**config.mk**
```make
export PLATFORM = sky130hd
export DESIGN_NAME = mac_tile_sequencer
export DESIGN_NICKNAME = d
export VERILOG_FILES = /design/src/rtl/mac_tile_sequencer.sv
export SDC_FILE = /design/constraint.sdc
export NUM_CORES = 1
export LEC_CHECK = 0
export CELL_PAD_IN_SITES_DETAIL_PLACEMENT = 0
export CELL_PAD_IN_SITES_GLOBAL_PLACEMENT = 2
export CORE_MARGIN = 2
export CORE_UTILIZATION = 30
export CTS_BUF_LIST = sky130_fd_sc_hd__clkbuf_16
export CTS_CLUSTER_SIZE = 25
export DETAILED_ROUTE_END_ITERATION = 8
export GPL_ROUTABILITY_DRIVEN = 0
export PLACE_DENSITY = 0.76
export SLEW_MARGIN = 30
export SYNTH_ARGS = -nofsm -noshare
export SYNTH_HDL_FRONTEND = slang
export SYNTH_SLANG_ARGS = --single-unit
```
**constraint.sdc**
```tcl
create_clock -name clk -period 2.8 [get_ports clk]
set_input_delay 0.56 -clock clk [delete_from_list [all_inputs] [get_ports clk]]
set_output_delay 0.56 -clock clk [all_outputs]
set_load 0.02 [all_outputs]
```
**src/rtl/mac_tile_sequencer.sv**
```systemverilog
// mac_tile_sequencer: per-tile control of the weight BRAM address generator,
// the ifmaps preload FIFO and the MAC array partial-sum drain.
// Optional drain watchdog enabled by defining MAC_SEQ_WDOG_EN.

module mac_tile_sequencer #(
  parameter int unsigned BRAM_ADDRESS_WIDTH = 12,
  parameter int unsigned TILE_CNT_WIDTH     = 16,
  parameter int unsigned WDOG_WIDTH         = 16
) (
  input  logic                          clk,
  input  logic                          rst,
  input  logic                          cfg_start,
  input  logic                          cfg_abort,
  input  logic [TILE_CNT_WIDTH-1:0]     cfg_tile_count,
  input  logic [BRAM_ADDRESS_WIDTH-1:0] cfg_rows_per_tile,
  input  logic [WDOG_WIDTH-1:0]         cfg_wdog_limit,
  input  logic                          ifmaps_fifo_empty,
  input  logic                          psum_valid,
  output logic                          address_reset,
  output logic                          read_weight,
  output logic                          read_ifmaps,
  output logic                          busy,
  output logic                          done,
  output logic [TILE_CNT_WIDTH-1:0]     tile_idx,
  output logic [1:0]                    err_status
);

  localparam int unsigned AW = BRAM_ADDRESS_WIDTH;
  localparam int unsigned TW = TILE_CNT_WIDTH;
  localparam int unsigned WW = WDOG_WIDTH;

  typedef enum logic [2:0] {
    S_IDLE   = 3'd0,
    S_CLEAR  = 3'd1,
    S_STREAM = 3'd2,
    S_DRAIN  = 3'd3,
    S_NEXT   = 3'd4,
    S_FIN    = 3'd5
  } state_e;

  state_e        state_q, state_d;

  logic [AW-1:0] rows_q, rows_d;
  logic [TW-1:0] tile_cnt_q, tile_cnt_d;
  logic [TW-1:0] tile_idx_q, tile_idx_d;
  logic [AW-1:0] issue_q, issue_d;
  logic [AW-1:0] ret_q, ret_d;
  logic [1:0]    err_q, err_d;

  logic          beat;
  logic          start_acc;
  logic          cfg_is_empty;
  logic          last_issue;
  logic          ret_full;
  logic          last_tile;
  logic          psum_window;
  logic          wdog_hit;

  // A start is only taken in IDLE and loses against a simultaneous abort
  assign start_acc    = (state_q == S_IDLE) && cfg_start && !cfg_abort;
  assign cfg_is_empty = (cfg_tile_count == '0) || (cfg_rows_per_tile == '0);
  assign last_issue   = (issue_q == (rows_q - AW'(1)));
  assign ret_full     = (ret_q == rows_q);
  assign last_tile    = (tile_idx_q == (tile_cnt_q - TW'(1)));
  assign psum_window  = (state_q == S_STREAM) || (state_q == S_DRAIN);

`ifdef MAC_SEQ_WDOG_EN
  logic [WW-1:0] wdog_q, wdog_d;
  logic [WW-1:0] wdog_lim_q, wdog_lim_d;

  // Timeout fires on the cycle that would bring the idle count up to the limit
  assign wdog_hit = (state_q == S_DRAIN) && !psum_valid && !ret_full &&
                    (wdog_lim_q != '0) && ((wdog_q + WW'(1)) == wdog_lim_q);

  // Watchdog count and latched limit
  always_ff @(posedge clk or posedge rst) begin
    if (rst) begin
      wdog_q     <= '0;
      wdog_lim_q <= '0;
    end else begin
      wdog_q     <= wdog_d;
      wdog_lim_q <= wdog_lim_d;
    end
  end

  // Watchdog next state: held at zero until DRAIN, restarts on every return
  always_comb begin
    wdog_d     = wdog_q;
    wdog_lim_d = wdog_lim_q;
    if (start_acc) begin
      wdog_lim_d = cfg_wdog_limit;
    end
    if (state_q == S_DRAIN) begin
      wdog_d = psum_valid ? '0 : (wdog_q + WW'(1));
    end else begin
      wdog_d = '0;
    end
  end
`else
  logic unused_wdog_limit;

  assign wdog_hit          = 1'b0;
  assign unused_wdog_limit = ^cfg_wdog_limit;
`endif

  // State register
  always_ff @(posedge clk or posedge rst) begin
    if (rst) begin
      state_q <= S_IDLE;
    end else begin
      state_q <= state_d;
    end
  end

  // Next-state logic
  always_comb begin
    state_d = state_q;
    case (state_q)
      S_IDLE: begin
        if (start_acc) begin
          state_d = cfg_is_empty ? S_FIN : S_CLEAR;
        end
      end
      S_CLEAR:  state_d = S_STREAM;
      S_STREAM: begin
        if (beat && last_issue) begin
          state_d = S_DRAIN;
        end
      end
      S_DRAIN: begin
        if (ret_full) begin
          state_d = S_NEXT;
        end else if (wdog_hit) begin
          state_d = S_FIN;
        end
      end
      S_NEXT:   state_d = last_tile ? S_FIN : S_CLEAR;
      S_FIN:    state_d = S_IDLE;
      default:  state_d = S_IDLE;
    endcase
    // Abort ends any run in progress; FIN is already on its way out
    if (cfg_abort && (state_q != S_IDLE) && (state_q != S_FIN)) begin
      state_d = S_FIN;
    end
  end

  // Output decode; reads are gated by FIFO data and by abort in the same cycle
  always_comb begin
    address_reset = 1'b0;
    beat          = 1'b0;
    done          = 1'b0;
    busy          = 1'b0;
    case (state_q)
      S_CLEAR:  address_reset = 1'b1;
      S_STREAM: beat          = !ifmaps_fifo_empty && !cfg_abort;
      S_FIN:    done          = 1'b1;
      default:  ;
    endcase
    busy        = (state_q != S_IDLE);
    read_weight = beat;
    read_ifmaps = beat;
  end

  // Datapath registers: latched config, tile index, beat counters, error flags
  always_ff @(posedge clk or posedge rst) begin
    if (rst) begin
      rows_q     <= '0;
      tile_cnt_q <= '0;
      tile_idx_q <= '0;
      issue_q    <= '0;
      ret_q      <= '0;
      err_q      <= '0;
    end else begin
      rows_q     <= rows_d;
      tile_cnt_q <= tile_cnt_d;
      tile_idx_q <= tile_idx_d;
      issue_q    <= issue_d;
      ret_q      <= ret_d;
      err_q      <= err_d;
    end
  end

  // Datapath next state
  always_comb begin
    rows_d     = rows_q;
    tile_cnt_d = tile_cnt_q;
    tile_idx_d = tile_idx_q;
    issue_d    = issue_q;
    ret_d      = ret_q;
    err_d      = err_q;

    if (start_acc) begin
      rows_d     = cfg_rows_per_tile;
      tile_cnt_d = cfg_tile_count;
      tile_idx_d = '0;
      issue_d    = '0;
      ret_d      = '0;
      err_d      = '0;
    end

    if (state_q == S_CLEAR) begin
      issue_d = '0;
      ret_d   = '0;
    end

    if (beat) begin
      issue_d = issue_q + AW'(1);
    end

    if ((state_q == S_NEXT) && (state_d == S_CLEAR)) begin
      tile_idx_d = tile_idx_q + TW'(1);
    end

    // Returns are only legal while a tile is in flight and not yet complete
    if (psum_valid) begin
      if (psum_window && !ret_full) begin
        ret_d = ret_q + AW'(1);
      end else begin
        err_d[0] = 1'b1;
      end
    end

    if (wdog_hit) begin
      err_d[1] = 1'b1;
    end
  end

  assign tile_idx   = tile_idx_q;
  assign err_status = err_q;

endmodule

```
==> metrics, run 1 <==
status=completed; crit share post-route=99.94%; maximum number of pins on one net before global-route repair=34; clock period minus final worst setup slack=2798 ps; average wire per standard cell=17.17 um; part of the power in registers=35.3%; Floorplan Core Area=14530 um^2; setup slack of the critical path after layout=1.653 ps; area taken by flip-flops and latches=1803 um^2; setup repair after global routing missed its margin=true; deepest clock path buffer count=2; capturing point of the worst reg2reg path=tile_idx[13]$_DFFE_PP0P_; number of antenna cells inserted=0; primary flip-flop cell chosen by synthesis mapping=dfrtp_1; power density over the cells=841.1 nW/um^2; via density per instance=5.265; Final TNS setup=0 ps; number of I/O pins=73; fill cell total of the finished layout=1448; wire length of the first global-routing pass=19950 um; pre-CTS worst setup slack=24.46 ps; Reg clk slew, reported paths=60 ps; post-route standard cell area excluding fillers=5763 um^2; Starting Density=30.69%; max_slew headroom=39.54%; layout cells sized above 1=16.21%; number of rows created at floorplan=44; DIE AREA=15860 um^2; internal power component=2.974 mW; number of synthesized flops with an enable pin=0; Netlist cell types=54; Die Wd=125.9 um; Chip Height=125.9 um; register area share after synthesis=40.39%; total standard cell area after synthesis=4461 um^2; total placed cells including tap cells=711; part of the total power dissipated in the clock network=24.1%; Util after Layout=39.65%; total number of H-tree levels=3; #FFs+latches synth=72; commonest non-fill, non-tap cells in the layout=dfrtp_1, clkdlybuf4s50_1, nand2_1, xnor2_1, o31ai_1; maximum frequency from static timing analysis=357.4 MHz; multi-input logic area=2567 um^2; area added between synthesis and finish=29.20%; All-Layer GR Usage=15.91%; Critical path destination=tile_idx[13]$_DFFE_PP0P_; fraction of registers with async set/reset=100.0%; clock tree from TritonCTS=done; Hold Fails Final Rpt=0; Avg Inst Size Synth=9.470 um^2; number of clock sinks=72; arrival time at the worst endpoint=3010 ps; worst hold-check slack=507.0 ps; total number of vias=3859; Clk Tree Root Cell=clkbuf_16; number of instances in the synthesized netlist=471; startpoint-to-endpoint class of the critical path=flip-flop to flip-flop; synthesized netlist net count=526; remaining antenna violation count=0; peak supply drop=399.2 uV; proportion of power drawn by combinational gates=40.5%; DRC violation total after the first TritonRoute iteration=178; GRT Residual Overflow=0; nets=599; CP endpoint kind=flip-flop; switching power=1.873 mW; Post-CTS Hold Buffers=0; Final HPWL DP=9147 um; required time at the endpoint of the critical path=3010 ps; detailed-route DRC error count=0; Critical R2R Launch=tile_cnt_q[1]$_DFFE_PP0P_; critical path startpoint=tile_cnt_q[1]$_DFFE_PP0P_; total power=4.847 mW; Non-Filler Instances=733; critical path fanouts, max=7; switching share of power=38.65%; initial antenna violation count=0; WL final=12590 um; hold-critical path depth=1; number of optimization iterations in the first detailed-route pass=4; worst hold-check path type=flip-flop to flip-flop; Placement Cell Area=5376 um^2; Max Transition Viols Final=0; latest clock arrival within the worst-skew pair=350 ps; leakage=2.300 nW; setup clock skew after layout=8.026 ps; number of global-route vias before repair=3740; warning count from the yosys run=0; slack of the worst reg-to-reg path=2 ps; CP Launch Type=flip-flop; clock buffer count from CTS=9; worst-case reg-to-reg path depth=8; transition time of the tightest slew-check pin=897.4 ps; final setup fails=0; Port-buffer cells=55; most frequent standard cell in the layout excluding fill and tap cells=dfrtp_1; max-capacitance violation count=0
## kinds of logic (layout without fill, tap and decap cells)
group / after synthesis / after routing / synth area share (%)
other: 1 / 1 / 0.08407
adder cells (fa/ha/maj): 5 / 5 / 1.403
flip-flops: 72 / 72 / 40.39
XOR/XNOR: 52 / 52 / 10.21
buffers and inverters: 38 / 115 / 3.618
multiplexers: 37 / 37 / 9.088
AO/OA/AOI/OAI: 100 / 100 / 15.46
AND/OR/NAND/NOR: 166 / 167 / 19.75
## cells in the mapped netlist, types with 2 or more instances
master / count / area [um^2]
buf_4: 2 / 15.01
o211ai_1: 7 / 52.55
or3_1: 6 / 37.54
nand2_1: 33 / 123.9
a41oi_1: 6 / 52.55
nor2b_1: 2 / 12.51
nor2_1: 24 / 90.09
mux2i_1: 9 / 90.09
inv_1: 15 / 56.30
nand3b_1: 2 / 15.01
a21oi_1: 12 / 60.06
xor2_1: 22 / 192.7
nand4_1: 11 / 68.82
and3b_1: 2 / 17.52
nor3_1: 15 / 75.07
o31ai_1: 31 / 232.7
nor4_1: 13 / 81.33
or4_1: 3 / 22.52
a31oi_1: 4 / 25.02
or2_2: 2 / 12.51
buf_2: 3 / 15.01
a22oi_1: 3 / 22.52
and3_1: 10 / 62.56
dfrtp_1: 72 / 1802
nand2b_1: 10 / 62.56
o22ai_1: 3 / 18.77
clkbuf_1: 16 / 60.06
nand3_1: 25 / 125.1
xnor2_1: 30 / 262.8
o21ai_0: 23 / 115.1
ha_1: 5 / 62.56
mux2_2: 28 / 315.3
## repair_timing
| action | 4_1_cts | 5_1_grt |
|---|---|---|
| setup buffers | 0 | 4 |
| setup endpoints to repair | 0 | 16 |
| resized for setup | 0 | 18 |
## metal layers
metal	routed length, um	vias up	global-route usage, %
met2	6000	68	25.49
li1	-	1897	-
met3	402	17	3.101
met4	234	0	5.882
met5	0	-	0
met1	5950	1877	21.39
## final cells by class
cell class | count | share of cell area (%)
Sequential cell | 72 | 31.29
Inverter | 15 | 0.9770
Clock inverter | 7 | 1.259
Tap cell | 184 | 3.995
Multi-Input combinational cell | 362 | 44.55
Clock buffer | 9 | 3.908
Timing Repair Buffer | 84 | 14.03
## worst min path at each step
| stage | start | slack (ps) | end |
|---|---|---|---|
| after floorplan | ret_q[11]$_DFF_PP0_ | 470 | ret_q[11]$_DFF_PP0_ |
| after global placement | issue_q[11]$_DFFE_PP0P_ | 500 | issue_q[11]$_DFFE_PP0P_ |
| after detailed placement | err_status[0]$_DFF_PP0_ | 500 | err_status[0]$_DFF_PP0_ |
| after CTS | issue_q[11]$_DFFE_PP0P_ | 510 | issue_q[11]$_DFFE_PP0P_ |
| after global routing | issue_q[11]$_DFFE_PP0P_ | 540 | issue_q[11]$_DFFE_PP0P_ |
| final | issue_q[11]$_DFFE_PP0P_ | 510 | issue_q[11]$_DFFE_PP0P_ |
## worst max-delay path: stages (launching register included)
cell	delay [ps]
dfrtp_1	420
or4_4	590
or4_1	420
a32oi_1	220
a22oi_2	130
a2111oi_4	390
buf_4	200
nand3b_4	190
o31ai_1	100
## registers in the layout, indices dropped and copies added (netlist names)
name and count:
ret_q 12, state_q 3, tile_cnt_q 16, err_status 1, rows_q 12, tile_idx 16, issue_q 12
## power by group through the flow
stage / Combinational [mW] / Clock (mW) / Sequential [mW]
floorplan: 1.40 / 0 / 1.61
finish: 1.97 / 1.17 / 1.71
detailed placement: 1.93 / 0 / 1.73
global route: 2.15 / 1.24 / 1.76
global placement: 1.90 / 0 / 1.71
CTS: 1.94 / 1.20 / 1.71
No activity file was read; power rests on OpenSTA's default activity.
==> run 2: changes to the inputs <==
==> constraint.sdc (replaced) <==
create_clock -name clk -period 2.8 [get_ports clk]
set_input_delay 0.56 -clock clk [delete_from_list [all_inputs] [get_ports clk]]
set_output_delay 0.56 -clock clk [all_outputs]
set_load 0.005 [all_outputs]
==> metrics, run 2 (synthesized netlist as in run 1, its figures left out) <==
Util after Layout=40.07% (+0.42 points); startpoint-to-endpoint class of the critical path=flip-flop to flip-flop; total number of vias=3949 (+2.3%); pre-CTS worst setup slack=33.99 ps (+9.523 ps); internal power component=3.078 mW (+3.5%); CP Launch Type=flip-flop; Clk Tree Root Cell=clkbuf_16; peak supply drop=392.5 uV (-1.7%); number of I/O pins=73 (unchanged); deepest clock path buffer count=2 (unchanged); switching power=1.869 mW (-0.26%); switching share of power=37.77% (-0.87 points); wire length of the first global-routing pass=20420 um (+2.3%); area taken by flip-flops and latches=1803 um^2 (unchanged); worst hold-check path type=primary input to asynchronous set/reset pin; multi-input logic area=2603 um^2 (+1.4%); Reg clk slew, reported paths=70 ps (about the same); crit share post-route=102.3% (+2.4 points); number of global-route vias before repair=3834 (+2.5%); setup clock skew after layout=9.316 ps (+1.290 ps); GRT Residual Overflow=0 (unchanged); Floorplan Core Area=14530 um^2 (unchanged); detailed-route DRC error count=0 (unchanged); arrival time at the worst endpoint=3130 ps (+120 ps); nets=600 (+0.17%); average wire per standard cell=17.43 um (+1.5%); final setup fails=15 (+15); area added between synthesis and finish=30.58%; required time at the endpoint of the critical path=3070 ps (+60 ps); initial antenna violation count=0 (unchanged); clock buffer count from CTS=9 (unchanged); Hold Fails Final Rpt=0 (unchanged); critical path fanouts, max=8 (+1); proportion of power drawn by combinational gates=39.3% (-1.2 points); setup slack of the critical path after layout=-64.58 ps (-66.24 ps); most frequent standard cell in the layout excluding fill and tap cells=dfrtp_1; latest clock arrival within the worst-skew pair=350 ps (about the same); clock period minus final worst setup slack=2865 ps (+66.24 ps); Die Wd=125.9 um (unchanged); WL final=12800 um (+1.7%); number of rows created at floorplan=44 (unchanged); post-route standard cell area excluding fillers=5824 um^2 (+1.1%); maximum number of pins on one net before global-route repair=40 (+18%); All-Layer GR Usage=16.21% (+0.29 points); Final HPWL DP=9178 um (+0.34%); leakage=2.312 nW (+0.51%); total number of H-tree levels=3 (unchanged); clock tree from TritonCTS=done; Chip Height=125.9 um (unchanged); part of the total power dissipated in the clock network=26.2% (+2.1 points); remaining antenna violation count=0 (unchanged); CP endpoint kind=flip-flop; transition time of the tightest slew-check pin=679.0 ps (-218.3 ps); Starting Density=30.69% (unchanged); max-capacitance violation count=0 (unchanged); number of antenna cells inserted=0 (unchanged); Placement Cell Area=5376 um^2 (unchanged); fill cell total of the finished layout=1467 (+1.3%); part of the power in registers=34.6% (-0.7 points); Port-buffer cells=55 (unchanged); max_slew headroom=54.43% (+15 points); violated checks=negative setup slack; number of optimization iterations in the first detailed-route pass=4 (unchanged); status=finished with violations; layout cells sized above 1=17.64% (+1.4 points); DIE AREA=15860 um^2 (unchanged); number of clock sinks=72 (unchanged); total power=4.947 mW (+2.0%); DRC violation total after the first TritonRoute iteration=235 (+32%); power density over the cells=849.3 nW/um^2 (+0.97%); via density per instance=5.380 (+2.2%); setup repair after global routing missed its margin=true; Max Transition Viols Final=0 (unchanged); commonest non-fill, non-tap cells in the layout=dfrtp_1, clkdlybuf4s50_1, nand2_1, xnor2_1; maximum frequency from static timing analysis=349.1 MHz (-2.3%)
[run 2: changes by cell type in the layout (fill, tap and decap cells not counted), sizes merged]
cell,previous run,this run
clkinv,4,0
inv,17,18
bufinv,1,2
clkinvlp,0,2
buf,29,30
[run 2: worst paths after layout]
kind | from | slack [ps] | depth (start not counted) | endpoint
min reg2reg | ret_q[11]$_DFF_PP0_ | 510 | 1 | ret_q[11]$_DFF_PP0_
min in group clk | ret_q[11]$_DFF_PP0_ | 510 | 1 | ret_q[11]$_DFF_PP0_
min | rst | 510 | 2 | tile_idx[8]$_DFFE_PP0P_
max in group asynchronous | rst | 1670 | 3 | issue_q[3]$_DFFE_PP0P_
max | tile_cnt_q[1]$_DFFE_PP0P_ | -60 | 8 | tile_idx[1]$_DFFE_PP0P_
max reg2reg | tile_cnt_q[1]$_DFFE_PP0P_ | -60 | 8 | tile_idx[1]$_DFFE_PP0P_
[run 2: power groups by stage]
stage	combinational (mW)	clock, mW	sequential (mW)
2_1_floorplan	1.37	0	1.59
3_3_place_gp	1.85	0	1.72
5_1_grt	2.14	1.37	1.76
6_report	1.94	1.29	1.71
3_5_place_dp	1.89	0	1.73
4_1_cts	1.90	1.33	1.71
[run 2: layout make-up]
class / instances / share of cell area (%)
Tap cell: 184 / 3.953
Clock inverter: 7 / 1.740
Clock buffer: 9 / 3.867
Multi-Input combinational cell: 362 / 44.68
Sequential cell: 72 / 30.96
Timing Repair Buffer: 85 / 13.83
Inverter: 15 / 0.9667
[run 2: what timing repair did]
item	CTS	global route
endpoints found under the hold margin	0	0
gates resized for setup	0	18
setup endpoints to repair	0	17
hold buffers	0	0
buffers inserted	0	4
[run 2: worst max-delay path, cell delays in order (launching register included)]
cell,delay [ps]
dfrtp_2,440
or4_4,580
or4_1,420
a32oi_1,240
a22oi_2,150
a2111oi_4,390
buf_4,180
nand3b_4,190
mux2i_1,190
[run 2: metrics by stage]
step / hold slack (ps) / setup TNS [ps] / cells
3_5_place_dp: 496.5 / 0 / 711
3_3_place_gp: 495.2 / 0 / 711
4_1_cts: 508.5 / 0 / 727
5_1_grt: 538.1 / -1510 / 734
6_report: 506.5 / -338.1 / 734
2_1_floorplan: 469.5 / 0 / 471
[run 2: per-layer routing]
layer / global-route usage (%) / share of wire, % / up-vias
li1: - / - / 1894
met5: 0 / 0 / -
met4: 6.076 / 2.5 / 0
met3: 3.738 / 4.1 / 22
met2: 25.74 / 47 / 100
met1: 21.57 / 47 / 1933
==> run 3: changes to the inputs <==
--- a/config.mk
+++ b/config.mk
@@ -14,6 +14,7 @@
 export DETAILED_ROUTE_END_ITERATION = 8
 export GPL_ROUTABILITY_DRIVEN = 0
 export PLACE_DENSITY = 0.76
+export REMOVE_ABC_BUFFERS = 1
 export SLEW_MARGIN = 30
 export SYNTH_ARGS = -nofsm -noshare
 export SYNTH_HDL_FRONTEND = slang
==> metrics, run 3 (synthesized netlist as in run 1, its figures left out) <==
metal2 WL=6078 um (+2.1%); area added between synthesis and finish=33.60%; Starting Density=30.69% (unchanged); final setup fails=0 (-15); critical path fanouts, max=6 (-2); Max Transition Viols Final=0 (unchanged); remaining antenna violation count=0 (unchanged); clock tree from TritonCTS=done; DRC violation total after the first TritonRoute iteration=249 (+6.0%); Post-CTS Hold Buffers=0 (unchanged); post-route standard cell area excluding fillers=5959 um^2 (+2.3%); average wire per standard cell=16.69 um (-4.3%); DIE AREA=15860 um^2 (unchanged); clock buffer count from CTS=9 (unchanged); cell family with most CP delay=simple AND/OR/NAND/NOR gates; most frequent standard cell in the layout excluding fill and tap cells=dfrtp_1; startpoint-to-endpoint class of the critical path=flip-flop to flip-flop; Chip Height=125.9 um (unchanged); worst path cell trace=buf_4 -> or4_4 -> buf_4 -> or4_1 -> a32oi_1 -> a22oi_2 -> a2111oi_4 -> nand3b_4 -> buf_12 -> mux2i_1; total placed cells including tap cells=728 (+2.4%); number of optimization iterations in the first detailed-route pass=4 (unchanged); status=completed; GRT Residual Overflow=0 (unchanged); via density per instance=5.256 (-2.3%); number of global-route vias before repair=3904 (+1.8%); pre-CTS worst setup slack=-70.60 ps (-104.6 ps); clock period minus final worst setup slack=2788 ps (-76.37 ps); setup slack of the critical path after layout=11.79 ps (+76.37 ps); crit share post-route=99.58% (-2.7 points); maximum frequency from static timing analysis=358.7 MHz (+2.7%); CP max-delay cell=or4_4; peak supply drop=413.6 uV (+5.4%); number of antenna cells inserted=0 (unchanged); leakage=2.397 nW (+3.7%); highest routed layer=met4; number of buffers and inverters on the critical path=3 (+2); worst hold-check slack=474.0 ps (-32.51 ps); max_slew headroom=38.79% (-16 points); Util after Layout=41.00% (+0.93 points); total number of vias=3921 (-0.71%); worst hold-check path type=primary input to asynchronous set/reset pin; transition time of the tightest slew-check pin=908.6 ps (+229.5 ps); CP Launch Type=flip-flop; arrival time at the worst endpoint=3050 ps (-80 ps); number of I/O pins=73 (unchanged); Non-Filler Instances=746 (+1.6%); WL final=12450 um (-2.7%); number of rows created at floorplan=44 (unchanged); Final HPWL DP=9278 um (+1.1%); layout cells sized above 1=19.04% (+1.4 points); initial antenna violation count=0 (unchanged); power density over the cells=865.8 nW/um^2 (+1.9%); post-route met1 wirelength=5635 um (-6.0%); commonest non-fill, non-tap cells in the layout=dfrtp_1, clkdlybuf4s50_1, buf_4, nand2_1, xnor2_1; maximum number of pins on one net before global-route repair=30 (-25%); max-capacitance violation count=0 (unchanged); All-Layer GR Usage=15.79% (-0.42 points); number of clock sinks=72 (unchanged); Floorplan Core Area=14530 um^2 (unchanged); CP endpoint kind=flip-flop; CP most frequent cell=buf_4; setup clock skew after layout=6.868 ps (-2.448 ps); highest cell delay on the worst timing path=510 ps (-70 ps); deepest clock path buffer count=2 (unchanged); Clk Tree Root Cell=clkbuf_16; Hold Fails Final Rpt=0 (unchanged); Placement Cell Area=5482 um^2 (+2.0%); latest clock arrival within the worst-skew pair=340 ps (about the same); detailed-route DRC error count=0 (unchanged); nets=612 (+2.0%); length of routed met3 wiring=441 um (-16%); wire length of the first global-routing pass=20060 um (-1.8%); Die Wd=125.9 um (unchanged); total number of H-tree levels=3 (unchanged); Reg clk slew, reported paths=60 ps (about the same); required time at the endpoint of the critical path=3070 ps (about the same); fill cell total of the finished layout=1486 (+1.3%); setup repair after global routing missed its margin=true; Port-buffer cells=55 (unchanged); slack of the worst reg-to-reg path=10 ps (+80 ps)
==> run 3: cell count changes in the layout (fill, tap and decap cells not counted), sizes merged <==
cell,change
clkinvlp,-1
buf,+12
clkinv,+1
bufinv,+2
inv,-2
clkbuf,+1
nand3b,-1
==> run 3: final cells by class <==
cell class | instances | area [um^2] | share of cell area, %
well taps | 184 | 230.2 | 3.863
flip-flops and latches | 72 | 1802 | 30.23
repair buffers | 98 | 932.1 | 15.64
clock buffers | 9 | 225.2 | 3.779
inverters | 15 | 56.30 | 0.9448
clock inverters | 7 | 135.1 | 2.267
multi-input cells | 361 | 2579 | 43.27
==> run 3: stage by stage <==
step | TNS, ps | total power, mW
after floorplan | -7256 | 2.844
after global placement | -494.7 | 3.631
after detailed placement | -663.8 | 3.679
after CTS | 0 | 5.170
after global routing | -1063 | 5.497
final | 0 | 5.160
==> run 3: worst register-to-register path: cells and delay by family (launching register included) <==
family / cells / cell delay, ps
DFF: 1 / 370
AOI/OAI and AO/OA: 3 / 610
buffers and inverters: 3 / 420
and+or+nand+nor: 3 / 1150
muxes: 1 / 170
==> run 3: where the power goes <==
group	switching [mW]	internal, mW
clock	0.453	0.954
sequential	0.375	1.30
combinational	1.00	1.07
==> run 3: worst paths after layout <==
| kind | startpoint | endpoint | cells past startpoint |
|---|---|---|---|
| min | rst | err_status[0]$_DFF_PP0_ | 2 |
| max in group asynchronous | rst | tile_cnt_q[15]$_DFFE_PP0P_ | 3 |
| min in group clk | ret_q[11]$_DFF_PP0_ | ret_q[11]$_DFF_PP0_ | 1 |
| max reg2reg | tile_cnt_q[1]$_DFFE_PP0P_ | tile_idx[1]$_DFFE_PP0P_ | 10 |
| max | tile_cnt_q[1]$_DFFE_PP0P_ | tile_idx[1]$_DFFE_PP0P_ | 10 |
| min reg2reg | ret_q[11]$_DFF_PP0_ | ret_q[11]$_DFF_PP0_ | 1 |
==> run 3: routing by layer <==
metal  GRT usage (%)  vias to the layer above
li1                -                     1913
met1           19.42                     1915
met2           26.69                       71
met3           4.503                       22
met4           5.171                        0
met5               0                        -
==> run 3: repair_timing <==
item                       CTS  global route
pin swaps                    2             8
gates cloned                 0             1
resized for setup            7            15
setup endpoints to repair   16            16
buffers inserted             1             0
